**src/rtl/mem_arbiter.sv**
```systemverilog
// Sequential arbiter sharing one single-ported stalling memory between fetch and data accesses.
// One access in flight at a time; fetch forward progress is guaranteed by a starvation counter.
module mem_arbiter #(
    parameter int ADDR_W     = 16,
    parameter int DATA_W     = 16,
    parameter int STARVE_MAX = 3,
    parameter int TIMEOUT    = 31
) (
    input  logic              clk,
    input  logic              rst,
    input  logic              if_req,
    input  logic [ADDR_W-1:0] if_addr,
    input  logic              mem_rd,
    input  logic              mem_wr,
    input  logic [ADDR_W-1:0] mem_addr,
    input  logic [DATA_W-1:0] mem_wdata,
    input  logic              m_stall,
    input  logic              m_done,
    input  logic [DATA_W-1:0] m_rdata,
    output logic              m_en,
    output logic              m_wr,
    output logic [ADDR_W-1:0] m_addr,
    output logic [DATA_W-1:0] m_wdata,
    output logic              if_valid,
    output logic              mem_valid,
    output logic [DATA_W-1:0] if_rdata,
    output logic [DATA_W-1:0] mem_rdata,
    output logic              stall_if,
    output logic              stall_mem,
    output logic              err
);

    localparam int SW = $clog2(STARVE_MAX + 1);
    localparam int TW = $clog2(TIMEOUT + 1);
    localparam logic [SW-1:0] STARVE_LIM = SW'(STARVE_MAX);
    localparam logic [TW-1:0] TMO_LAST   = TW'(TIMEOUT - 1);

    typedef enum logic [1:0] {IDLE, ISSUE, WAIT, RESP} state_t;

    state_t            state, state_nx;
    logic              owner, owner_nx;      // 1: data port owns the access
    logic [SW-1:0]     starve_cnt, starve_nx;
    logic [TW-1:0]     tmo_cnt, tmo_nx;
    logic              en_nx, wr_nx, if_v_nx, mem_v_nx, err_nx;
    logic [ADDR_W-1:0] addr_nx;
    logic [DATA_W-1:0] wdata_nx, if_rd_nx, mem_rd_nx, fin_data;
    logic              finish, data_req;

    assign data_req  = mem_rd | mem_wr;
    assign stall_if  = if_req & ~if_valid;
    assign stall_mem = data_req & ~mem_valid;

    always_comb begin
        state_nx  = state;
        owner_nx  = owner;
        starve_nx = starve_cnt;
        tmo_nx    = tmo_cnt;
        en_nx     = 1'b0;
        wr_nx     = m_wr;
        addr_nx   = m_addr;
        wdata_nx  = m_wdata;
        if_v_nx   = 1'b0;
        mem_v_nx  = 1'b0;
        if_rd_nx  = if_rdata;
        mem_rd_nx = mem_rdata;
        err_nx    = err;
        finish    = 1'b0;
        fin_data  = '0;
        case (state)
            IDLE: begin
                tmo_nx = '0;
                if (data_req && starve_cnt != STARVE_LIM) begin
                    owner_nx = 1'b1;
                    addr_nx  = mem_addr;
                    wdata_nx = mem_wdata;
                    wr_nx    = mem_wr;     // rd+wr together is issued as a write
                    if (mem_rd && mem_wr) err_nx = 1'b1;
                    if (if_req) starve_nx = starve_cnt + 1'b1;
                    state_nx = ISSUE;
                    en_nx    = 1'b1;
                end else if (if_req) begin
                    owner_nx  = 1'b0;
                    addr_nx   = if_addr;
                    wdata_nx  = '0;
                    wr_nx     = 1'b0;
                    starve_nx = '0;
                    state_nx  = ISSUE;
                    en_nx     = 1'b1;
                end
            end
            ISSUE: begin
                tmo_nx = tmo_cnt + 1'b1;
                if (tmo_cnt == TMO_LAST) begin
                    finish = 1'b1;
                    err_nx = 1'b1;
                end else if (m_stall) begin
                    en_nx = 1'b1;
                end else begin
                    state_nx = WAIT;
                end
            end
            WAIT: begin
                tmo_nx = tmo_cnt + 1'b1;
                if (m_done) begin
                    finish   = 1'b1;
                    fin_data = m_rdata;
                end else if (tmo_cnt == TMO_LAST) begin
                    finish = 1'b1;
                    err_nx = 1'b1;
                end
            end
            RESP:    state_nx = IDLE;
            default: state_nx = IDLE;
        endcase
        // Completion and timeout abort share the hand-off to RESP; abort returns zero data.
        if (finish) begin
            state_nx = RESP;
            if (owner) begin
                mem_v_nx  = 1'b1;
                mem_rd_nx = fin_data;
            end else begin
                if_v_nx  = 1'b1;
                if_rd_nx = fin_data;
            end
        end
    end

    always_ff @(posedge clk) begin
        if (rst) begin
            state      <= IDLE;
            owner      <= 1'b0;
            starve_cnt <= '0;
            tmo_cnt    <= '0;
            m_en       <= 1'b0;
            m_wr       <= 1'b0;
            m_addr     <= '0;
            m_wdata    <= '0;
            if_valid   <= 1'b0;
            mem_valid  <= 1'b0;
            if_rdata   <= '0;
            mem_rdata  <= '0;
            err        <= 1'b0;
        end else begin
            state      <= state_nx;
            owner      <= owner_nx;
            starve_cnt <= starve_nx;
            tmo_cnt    <= tmo_nx;
            m_en       <= en_nx;
            m_wr       <= wr_nx;
            m_addr     <= addr_nx;
            m_wdata    <= wdata_nx;
            if_valid   <= if_v_nx;
            mem_valid  <= mem_v_nx;
            if_rdata   <= if_rd_nx;
            mem_rdata  <= mem_rd_nx;
            err        <= err_nx;
        end
    end

endmodule
```
**config.mk**
```make
export PLATFORM = sky130hd
export DESIGN_NAME = mem_arbiter
export DESIGN_NICKNAME = d
export VERILOG_FILES = /design/src/rtl/mem_arbiter.sv
export SDC_FILE = /design/constraint.sdc
export NUM_CORES = 1
export LEC_CHECK = 0
export BUFFER_PORTS_ARGS = -buffer_cell sky130_fd_sc_hd__buf_2
export CAP_MARGIN = 20
export CORE_MARGIN = 3
export CORE_UTILIZATION = 47
export CTS_CLUSTER_DIAMETER = 100
export DETAILED_ROUTE_END_ITERATION = 6
export GPL_ROUTABILITY_DRIVEN = 0
export PLACE_DENSITY = 0.79
export SKIP_LAST_GASP = 1
export SLEW_MARGIN = 10
export SYNTH_ARGS = -nofsm -noshare
export SYNTH_HDL_FRONTEND = slang
export SYNTH_SLANG_ARGS = --single-unit
```
**constraint.sdc**
```tcl
create_clock -name clk -period 2.35 [get_ports clk]
set_clock_uncertainty 0.1 [all_clocks]
set_input_delay 0.1175 -clock clk [delete_from_list [all_inputs] [get_ports clk]]
set_output_delay 0.1175 -clock clk [all_outputs]
set_load 0.05 [all_outputs]
```
==> results by group <==
Run status
  • Status: finished, final reports clean

Layout
  • Fin nets: 669
  • Post-Layout Inst Area: 4920 um2
  • Layout area overhead: 48.5%
  • Share of post-route cells with drive strength above 1: 28.7%
  • Fin util: 74.5%

Clocking
  • Post-CTS Setup Inserts: 0
  • Sink Count: 79
  • Clock H-tree levels: 3
  • CTS tree: built
  • Num CTS Buffers: 9
  • CTS Buffer Depth: 2
  • Worst skew pair latency: 0.35 ns
  • CTS Root Cell: clkbuf_8
  • Reg clk slew, reported paths: 0.09 ns

Detailed routing
  • Vias per std cell: 5.16
  • Pre-Repair DR Iteration Count: 5
  • DR vias: 3,556
  • Post-route ant nets: 0
  • 1st-iter DRT viols: 192
  • DRC: 0
  • Final wirelength: 10,400 um
  • DR WL/cell: 15.1 um

Global routing
  • Initial antenna violation count: 1
  • First-pass GRT wire length: 16,900 um
  • Gr usage total: 25.2%
  • GRT Residual Overflow: 0
  • Largest net degree at the start of global routing: 51
  • Vias in the first global route: 3,493

Worst setup path
  • Crit-path cells: inv_1 > ha_1 > inv_1 > nor2_2 > nand2_1 > a21oi_1
  • Critical R2R Launch: state[0]
  • CP max stage delay: 0.58 ns
  • CP endpoint kind: flop
  • Most used cell, CP: inv_1
  • Slowest CP cell: nor2_2
  • Worst EP arrival: 2.15 ns
  • WP data required: 2.52 ns
  • Crit path max fanout: 17
  • Crit Path Category: reg -> reg
  • Path depth of the worst reg2reg path: 6
  • Crit path from: state[0]
  • CP startpoint kind: flop

Yosys
  • Top_reg_cell synth: dfxtp_1
  • Count leader, synth: dfxtp_1
  • Top post-synthesis cells by count: dfxtp_1, nand2_1, nand3_1
  • Top cell type's share of synthesized area: 47.7%
  • Number of synthesized register bits: 79
  • Post-synth EDFFs: 0
  • Synthesized area: 3310 um2
  • Avg Synthesized Cell Area: 8.45 um2
  • Synthesis Warnings: 0
  • Synth Instances: 392
  • Largest area contributor in the netlist: dfxtp_1
  • Register area share after synthesis: 47.7%
  • Netlist cell types: 31
  • Mapped Nets: 471
  • Fraction of registers with async set/reset: 0%
  • Synth area leaders: dfxtp_1, nand3_1, nand2b_1, nand2_1, a311oi_1

STA
  • Slew @ Worst Pin: 0.694 ns
  • Minimum clock period: 1.98 ns
  • Final hold vios: 0
  • RSZ-0062 raised after global routing: no
  • Aggregate negative setup slack: 0 ns
  • Setup violations, final: 0
  • Slew headroom: 53.7%
  • Maximum clock rate: 0.506 GHz
  • Period Utilization, post-route: 84.1%
  • Slew Limit Fails: 0
  • Hold slack: 0.0429 ns

Floorplan
  • Die area: 8090 um2
  • Placeable Area: 6600 um2
  • Die X: 90.0 um
  • Rows: 29
  • Die H: 90.0 um
  • Initial Util: 50.2%
  • Top-level I/O count: 142

Pwr
  • Power Density: 856 nW/um2
  • Worst IR Drop VDD: 0.000593 V
  • P_leak: 2.24 nW
  • Design Power: 4.21 mW

Placement
  • Port buffer count: 141
  • Dpl hpwl: 6060 um
  • Post-DP Area: 4060 um2

Worst hold path
  • Worst Hold Launch: if_req
  • Hold crit path type: in -> reg
  • Hold Path Stages: 3

Run
  • Max-Cap Viols: 0
## final timing paths
kind                                      end  slack [ns]
worst max-delay path              m_wdata[12]        0.37
worst min-delay path            starve_cnt[1]        0.04
worst max register to register    m_wdata[12]        0.37
worst min register to register  mem_rdata[13]        0.37
## area by class of cell
cell class	count	area [um2]
inverters	6	22.5
clock buffers	10	128
flip-flops and latches	79	1580
repair buffers	215	1440
multi-input cells	279	1560
diodes	1	2.50
clock inverters	6	71.3
well taps	93	116
fillers	478	1680
## critical path, delay by kind of cell, from the launching register on
| kind | cells | cell delay (ns) |
|---|---|---|
| compound gates | 1 | 0.18 |
| fa+ha+maj | 1 | 0.27 |
| buf+inv | 2 | 0.25 |
| flops | 1 | 0.36 |
| simple gates | 2 | 0.76 |
## flip-flops by register name (all words and copies together) (netlist names), 2 cells and up
register and flops:
tmo_cnt 5, if_rdata 16, m_addr 16, m_wdata 16, mem_rdata 16, starve_cnt 2, state 2
## cell families after synthesis
group	Yosys count	share of synthesized area (%)
compound gates	87	16.8
xor+xnor	4	1.06
fa+ha+maj	8	3.02
buf+inv	34	5.25
flops	79	47.7
simple gates	180	26.1
## power by group
| part | internal, mW | leakage, nW | total [mW] | switching [mW] |
|---|---|---|---|---|
| combinational | 0.471 | 1.50 | 1.59 | 1.12 |
| clock | 0.496 | 0.0927 | 1.00 | 0.509 |
| sequential | 1.51 | 0.645 | 1.62 | 0.104 |
| total | 2.48 | 2.24 | 4.21 | 1.73 |
## cell usage in the layout, fill, tap and decap left out, drive strengths merged, types with 3 or more instances in the layout
master and count:
clkbuf 10, dfxtp 79, ha 8, nand2 56
a21oi 24, clkinv 3, nand3 50, o21ai 35
dlygate4sd3 66, buf 149, xor2 3, nor2b 4
nor2 30, nand2b 35, a311oi 16, inv 6
## metal layers
| layer | vias to the layer above | part of all wire (%) | GRT usage [%] | routed length, um |
|---|---|---|---|---|
| li1 | 1742 | - | - | - |
| met1 | 1588 | 39 | 29.4 | 4060 |
| met2 | 177 | 49 | 42.5 | 5120 |
| met3 | 49 | 6.4 | 5.18 | 668 |
| met4 | 0 | 5.2 | 15.4 | 546 |
| met5 | - | 0 | 0 | 0 |
## repair_timing
action	in CTS	in global routing
resized for setup	0	0
hold buffers	66	0
hold endpoints to repair	66	0
## per-stage QoR
stage | setup slack [ns] | std cells
finish | 0.374 | 689
detailed placement | 0.404 | 606
global placement | 0.502 | 606
CTS | 0.389 | 688
global route | 0.204 | 689
floorplan | 0.620 | 392
(Power assumes the default switching activity.)
